==> config.mk <==
export PLATFORM = sky130hd
export DESIGN_NAME = serial_add_unit
export DESIGN_NICKNAME = d
export VERILOG_FILES = /design/src/rtl/serial_add_pkg.sv /design/src/rtl/serial_add_unit_fa_bit.sv /design/src/rtl/serial_add_unit.sv
export SDC_FILE = /design/constraint.sdc
export NUM_CORES = 1
export LEC_CHECK = 0
export ABC_AREA = 1
export CAP_MARGIN = 20
export CORE_ASPECT_RATIO = 1.1
export CORE_MARGIN = 2
export CORE_UTILIZATION = 35
export CTS_CLUSTER_DIAMETER = 30
export DETAILED_ROUTE_END_ITERATION = 16
export GPL_TIMING_DRIVEN = 0
export SKIP_LAST_GASP = 1
export SLEW_MARGIN = 20
export SYNTH_ARGS = -nofsm -noshare
export SYNTH_HDL_FRONTEND = slang
export SYNTH_SLANG_ARGS = --single-unit
==> constraint.sdc <==
create_clock -name clk -period 3.1 [get_ports clk]
set_input_delay 0.62 -clock clk [delete_from_list [all_inputs] [get_ports clk]]
set_output_delay 0.62 -clock clk [all_outputs]
set_load 0.1 [all_outputs]
==> src/rtl/serial_add_pkg.sv <==
// Shared types and constants for the bit-serial add/subtract unit.
package serial_add_pkg;

  typedef enum logic [1:0] {
    IDLE  = 2'd0,
    SHIFT = 2'd1,
    DONE  = 2'd2
  } state_t;

  localparam logic OP_ADD = 1'b0;
  localparam logic OP_SUB = 1'b1;

endpackage

==> src/rtl/serial_add_unit_fa_bit.sv <==
// One-bit full adder used once per serial step.
module fa_bit (
  input  logic a,
  input  logic b,
  input  logic cin,
  output logic s,
  output logic co
);

  assign s  = a ^ b ^ cin;
  assign co = (a & b) | (a & cin) | (b & cin);

endmodule

==> src/rtl/serial_add_unit.sv <==
// Bit-serial adder/subtractor: processes one bit per cycle LSB-first,
// publishing result, carry-out and overflow together with a done pulse.
module serial_add_unit
  import serial_add_pkg::*;
#(
  parameter int unsigned WIDTH = 4
) (
  input  logic             clk,
  input  logic             rst,
  input  logic             start,
  input  logic             op,
  input  logic [WIDTH-1:0] a,
  input  logic [WIDTH-1:0] b,
  output logic             busy,
  output logic             done,
  output logic [WIDTH-1:0] result,
  output logic             cout,
  output logic             ovf
);

  localparam int unsigned CW = (WIDTH > 1) ? $clog2(WIDTH) : 1;

  state_t           state;
  logic [WIDTH-1:0] a_sr;
  logic [WIDTH-1:0] b_sr;
  logic [WIDTH-1:0] acc;
  logic             carry;
  logic             carry_msb;
  logic [CW-1:0]    cnt;
  logic             sum_bit;
  logic             carry_next;

  fa_bit u_fa (
    .a   (a_sr[0]),
    .b   (b_sr[0]),
    .cin (carry),
    .s   (sum_bit),
    .co  (carry_next)
  );

  // Control and datapath; result/flags only update on the final bit.
  always_ff @(posedge clk) begin
    if (rst) begin
      state     <= IDLE;
      busy      <= 1'b0;
      done      <= 1'b0;
      result    <= '0;
      cout      <= 1'b0;
      ovf       <= 1'b0;
      a_sr      <= '0;
      b_sr      <= '0;
      acc       <= '0;
      carry     <= 1'b0;
      carry_msb <= 1'b0;
      cnt       <= '0;
    end else begin
      case (state)
        IDLE: begin
          if (start) begin
            a_sr  <= a;
            b_sr  <= (op == OP_SUB) ? ~b : b;
            carry <= op;
            cnt   <= '0;
            busy  <= 1'b1;
            state <= SHIFT;
          end
        end
        SHIFT: begin
          acc   <= {sum_bit, acc[WIDTH-1:1]};
          a_sr  <= a_sr >> 1;
          b_sr  <= b_sr >> 1;
          carry <= carry_next;
          cnt   <= cnt + CW'(1);
          if (cnt == CW'(WIDTH - 2)) begin
            carry_msb <= carry_next;
          end
          if (cnt == CW'(WIDTH - 1)) begin
            result <= {sum_bit, acc[WIDTH-1:1]};
            cout   <= carry_next;
            ovf    <= carry_msb ^ carry_next;
            cnt    <= '0;
            done   <= 1'b1;
            state  <= DONE;
          end
        end
        DONE: begin
          done  <= 1'b0;
          busy  <= 1'b0;
          state <= IDLE;
        end
        default: begin
          done  <= 1'b0;
          busy  <= 1'b0;
          state <= IDLE;
        end
      endcase
    end
  end

endmodule

==> out/metrics.cfg <==
[place]
port_buffers=19
place.detailed.hpwl_mm=1.72
place_area_sq_um=1370
place_ws_ps=1030
gp_congestion=0.765
numPlacedInstances=210

[sta]
drv_slew=0
fin_crit_sh_pct=78.4
slew_headroom_pct=35.6
rsz0062_at_grt=no
hold_slack_ps=474
finalCriticalPeriod_ps=2430
finClkSkew_ps=3.41
finalSetupViolCount=0
max_freq_mhz=411
hold_viol_final=0
tightestPinTransition_ps=963
tns_ps=0
worst_slack_ps=669

[pwr]
power_density_nw_per_um2=427
vdd_ir_drop_max_uv=186
total_power_mw=0.594
p_leak_nw=0.629

[layout]
layout_commonest_cell=nand2_1
layout.cells.non_filler=214
final_cell_mix=nand2_1, nor2_1, dfxtp_1
n_fill_cell=325
synthToLayoutAreaGrowth_pct=22.8
final_area_sq_um=1390
antenna_cells=0
nets=196
layout-drive-gt1-share_pct=7.78
final_core_util_pct=45.3

[yosys]
avgSynthCellArea_sq_um=7.22
synthXorXnorAreaFrac_pct=0.773
synthesis.area_sq_um=1130
synthAdderAreaFrac_pct=3.97
synth_top_family_by_area=simple AND/OR/NAND/NOR gates
yosys_warnings=0
yosys.area_share.simple_pct=35.2
synth_edf_count=0
synth_nets=172
synth_cell_type_count=20
ys_ff_latch=25
synthCells=157
seq_area_frac_synth_pct=44.2
async_flop_share_pct=0
synth_compound_area_share_pct=7.62
muxShareOfSynthArea_pct=0
ys.flop_type=dfxtp_1

[critical_path]
cp-start-kind=flip-flop
crit_chain=clkdlybuf4s50_1
critical_path_required_ps=2480
slowest_delay_ps=1130
critPathCaptureType=output port
worstSetupStartpoint=result[3]
setup.worst_path.end=result[3]
reg2reg_depth=4
cp_slowest_cell=clkdlybuf4s50_1
critPathMaxFanout=2
worstReg2RegStart=carry
critPathBufInv=1
criticalPathCategory=flip-flop to output port
arrival_ps=1810
crit_family=buffers and inverters
rr_endpoint=ovf
r2r_slack_ps=1620
path_depth=1

[min_path]
hold_class=flip-flop to flip-flop

[routing]
wl_mm=2.30
final_antenna_net_count=0
route.met2.wl_mm=1.04
top_layer=met4
vias=1015
drt-met1-wl_mm=1.14
first_pass_iters=4
first_iter_violations=22
drc=0
wl_per_cell_microns=10.8
wl_met3_microns=82
vias_per_cell=4.74

[global_routing]
grt_max_degree=14
grt_util_all_layers_pct=13.4
grt_overflow=0
grt_pass1_vias=908
grt_pass1_wl_mm=3.85
antenna_found_initial=0

[status]
status=finished, final reports clean

[clock_network]
cts_buffers=3
cts.sinks=25
cts.path.max_buffers=2
cts_setup_buffers=0
htreeDepth=1
hold_buffers=0
root_buffer=clkbuf_4
insertion_delay_ps=320
cts_tree=done
cts_resized=0
clkTransAtPathRegs_ps=130

[floorplan]
start_util_pct=36.9
dieArea_sq_um=3710
die_y_microns=63.7
die_w_microns=58.3
design.core.area_sq_um=3070
rows=21
pin_count=20

[job]
cap_violations=0

[layout make-up]
class	instances	area (sq um)	share of cell area, %
plain buffers	4	30.0	2.16
clock buffers	4	26.3	1.89
inverters	17	63.8	4.58
multi-input cells	111	539	38.7
flip-flops and latches	25	500	35.9
well taps	34	42.5	3.05
repair buffers	19	190	13.7
[worst min path at each step]
stage	cells past startpoint	start	slack, ps	to
2_1_floorplan	2	carry_msb	450	carry_msb
3_3_place_gp	2	busy	460	busy
3_5_place_dp	2	busy	460	busy
4_1_cts	2	busy	480	busy
5_1_grt	2	cout	490	cout
6_report	2	busy	470	busy
[worst register-to-register path: stages, from the launching register on]
cell	delay, ps
dfxtp_1	350
fa_1	520
or2_2	330
a21oi_1	140
nor2_1	50
[cells by family (layout without fill, tap and decap cells)]
group | count (synthesis) | after routing
AND/OR/NAND/NOR | 91 | 91
flip-flops | 25 | 25
buffers and inverters | 21 | 44
AO/OA/AOI/OAI | 16 | 16
adder cells (fa/ha/maj) | 3 | 3
XOR/XNOR | 1 | 1
[registers in the layout, summed over array words and instances (netlist names), 2 cells and up]
signal and count:
cnt 2, a_sr 4, b_sr 4, result 4, state 2, acc 3
[metal layers]
metal  vias to the layer above  GRT usage, %
li1                        537             -
met1                       452          16.4
met2                        21          21.8
met3                         5          2.46
met4                         0          7.27
met5                         -             0
[where the power goes]
| part | total [mW] | switching [mW] | internal (mW) | leakage, nW |
|---|---|---|---|---|
| sequential | 0.347 | 0.0104 | 0.337 | 0.204 |
| combinational | 0.101 | 0.0597 | 0.0415 | 0.410 |
| clock | 0.146 | 0.0952 | 0.0504 | 0.0150 |
[synthesized netlist by cell type (2+ instances only)]
master / instances / area [sq um]
nor2_4: 2 / 22.5
nand2_1: 37 / 139
nand3_1: 16 / 80.1
a21oi_1: 7 / 35.0
buf_6: 2 / 22.5
inv_2: 2 / 7.51
dfxtp_1: 25 / 500
ha_1: 2 / 25.0
nand2_4: 2 / 22.5
clkbuf_1: 2 / 7.51
inv_1: 15 / 56.3
nor2_1: 31 / 116
o21ai_0: 7 / 35.0
No activity file was read; power rests on OpenSTA's default activity.
==> edit: new RTL, config.mk and constraints unchanged <==
The parameter `WIDTH` goes from 4 to 8.
--- a/src/rtl/serial_add_unit.sv
+++ b/src/rtl/serial_add_unit.sv
@@ -3,7 +3,7 @@
 module serial_add_unit
   import serial_add_pkg::*;
 #(
-  parameter int unsigned WIDTH = 4
+  parameter int unsigned WIDTH = 8
 ) (
   input  logic             clk,
   input  logic             rst,
Ports: changed (resized a, b and result); port bits go from 20 to 32. No check against the original RTL was run, so the function may have changed too.
==> edit against the unedited design <==
- setup slack gained 25 ps
- final area grew 79%
- wire length grew 70%
- sequential cell count rose by 17
- count of clock-buffer cells in the layout rose by 1
- clock skew increased by 1.1 ps
- power rose by 100%
- synthesized cell count is 71% higher
- first-iteration DRC count increased to 3.9 times the old value
- utilization grew 0.19 points
- synthesized area up 77%
- largest power group unchanged
==> edit: results <==
group,metric,value,unit
run_status,status,"finished, final reports clean",
finish,largestRegisters,"a_sr: 8 flops, b_sr: 8 flops, result: 8 flops",
finish,clockNetworkAreaShare,4.38,%
worst_setup_path,arrival,1790,ps
power_and_ir_drop,ir_worst_vdd,0.173,mV
finish,layout-drive-gt1-share,13.1,%
clock_tree,cts_root_buf,"clkbuf_8",
timing,fin_skew,4.54,ps
power_and_ir_drop,p_int,0.880,mW
finish,final_cells,380,
global_routing,grt_pass1_vias,1492,
routing,drt_iter0_markers,85,
power_and_ir_drop,power_clock,0.427,mW
synthesis,ys_top_cells_by_area,"dfxtp_1 42%, nand2_1 12%, nor2_1 8.1%, nand3_1 7.5%, nand3_2 4.5%",
placement,hpwl,2860,um
placement,place_congestion,0.753,
finish,buffers_excl_clock,41,
clock_tree,clock_latency,300,ps
synthesis,yosys.cell_types.count,26,
global_routing,grt_use_met1,14.9,%
global_routing,grt_util_met2,23.1,%
timing,holdWs,473,ps
routing,route.layer.met1.wl,1800,um
finish,regArea,841,um^2
finish,multi_input_comb_cells,187,
synthesis,synth_nets,293,
finish,buf_share,16.4,%
power_and_ir_drop,p_leak,1.16,nW
synthesis,synth_fa_ha_area_share,2.87,%
clock_tree,htreeDepth,2,
finish,nets,328,
worst_setup_path,r2r_end,"cout",
finish,multi_input_area_share,37.6,%
timing,maxSlewHeadroom,35.6,%
synthesis,ys_top_cells_by_count,"66 x nand2_1, 43 x nor2_1, 42 x dfxtp_1",
clock_tree,cts.reportedPaths.clkPinSlew,80,ps
worst_setup_path,regToRegSetupSlack,1750,ps
synthesis,yosysSeqAreaShare,42.0,%
worst_setup_path,ff2ff_path_depth,8,
[edit: cell types whose count changed after synthesis, sizes merged, moves of 10 or more]
cell | before | now
nor2 | 33 | 46
nand3 | 16 | 39
dfxtp | 25 | 42
nand2 | 40 | 68
inv | 17 | 27
buf | 2 | 12
[edit: worst max path at each step]
| stage | from | end | slack [ps] | cells after the start |
|---|---|---|---|---|
| 6_report | done | done | 690 | 1 |
| 5_1_grt | done | done | 640 | 1 |
| 3_5_place_dp | done | done | 1020 | 1 |
| 4_1_cts | done | done | 680 | 1 |
| 3_3_place_gp | done | done | 1010 | 1 |
| 2_1_floorplan | cout | cout | 1560 | 0 |
[edit: per-stage QoR]
step           setup WS, ps  util (%)  total power, mW  instance area, um^2
2_1_floorplan          1560         -            0.722                 2000
3_3_place_gp           1010      43.5            0.772                 2380
3_5_place_dp           1020      43.5            0.774                 2380
4_1_cts                 676      45.5             1.20                 2490
5_1_grt                 640      45.5             1.24                 2490
6_report                694      45.5             1.19                 2490
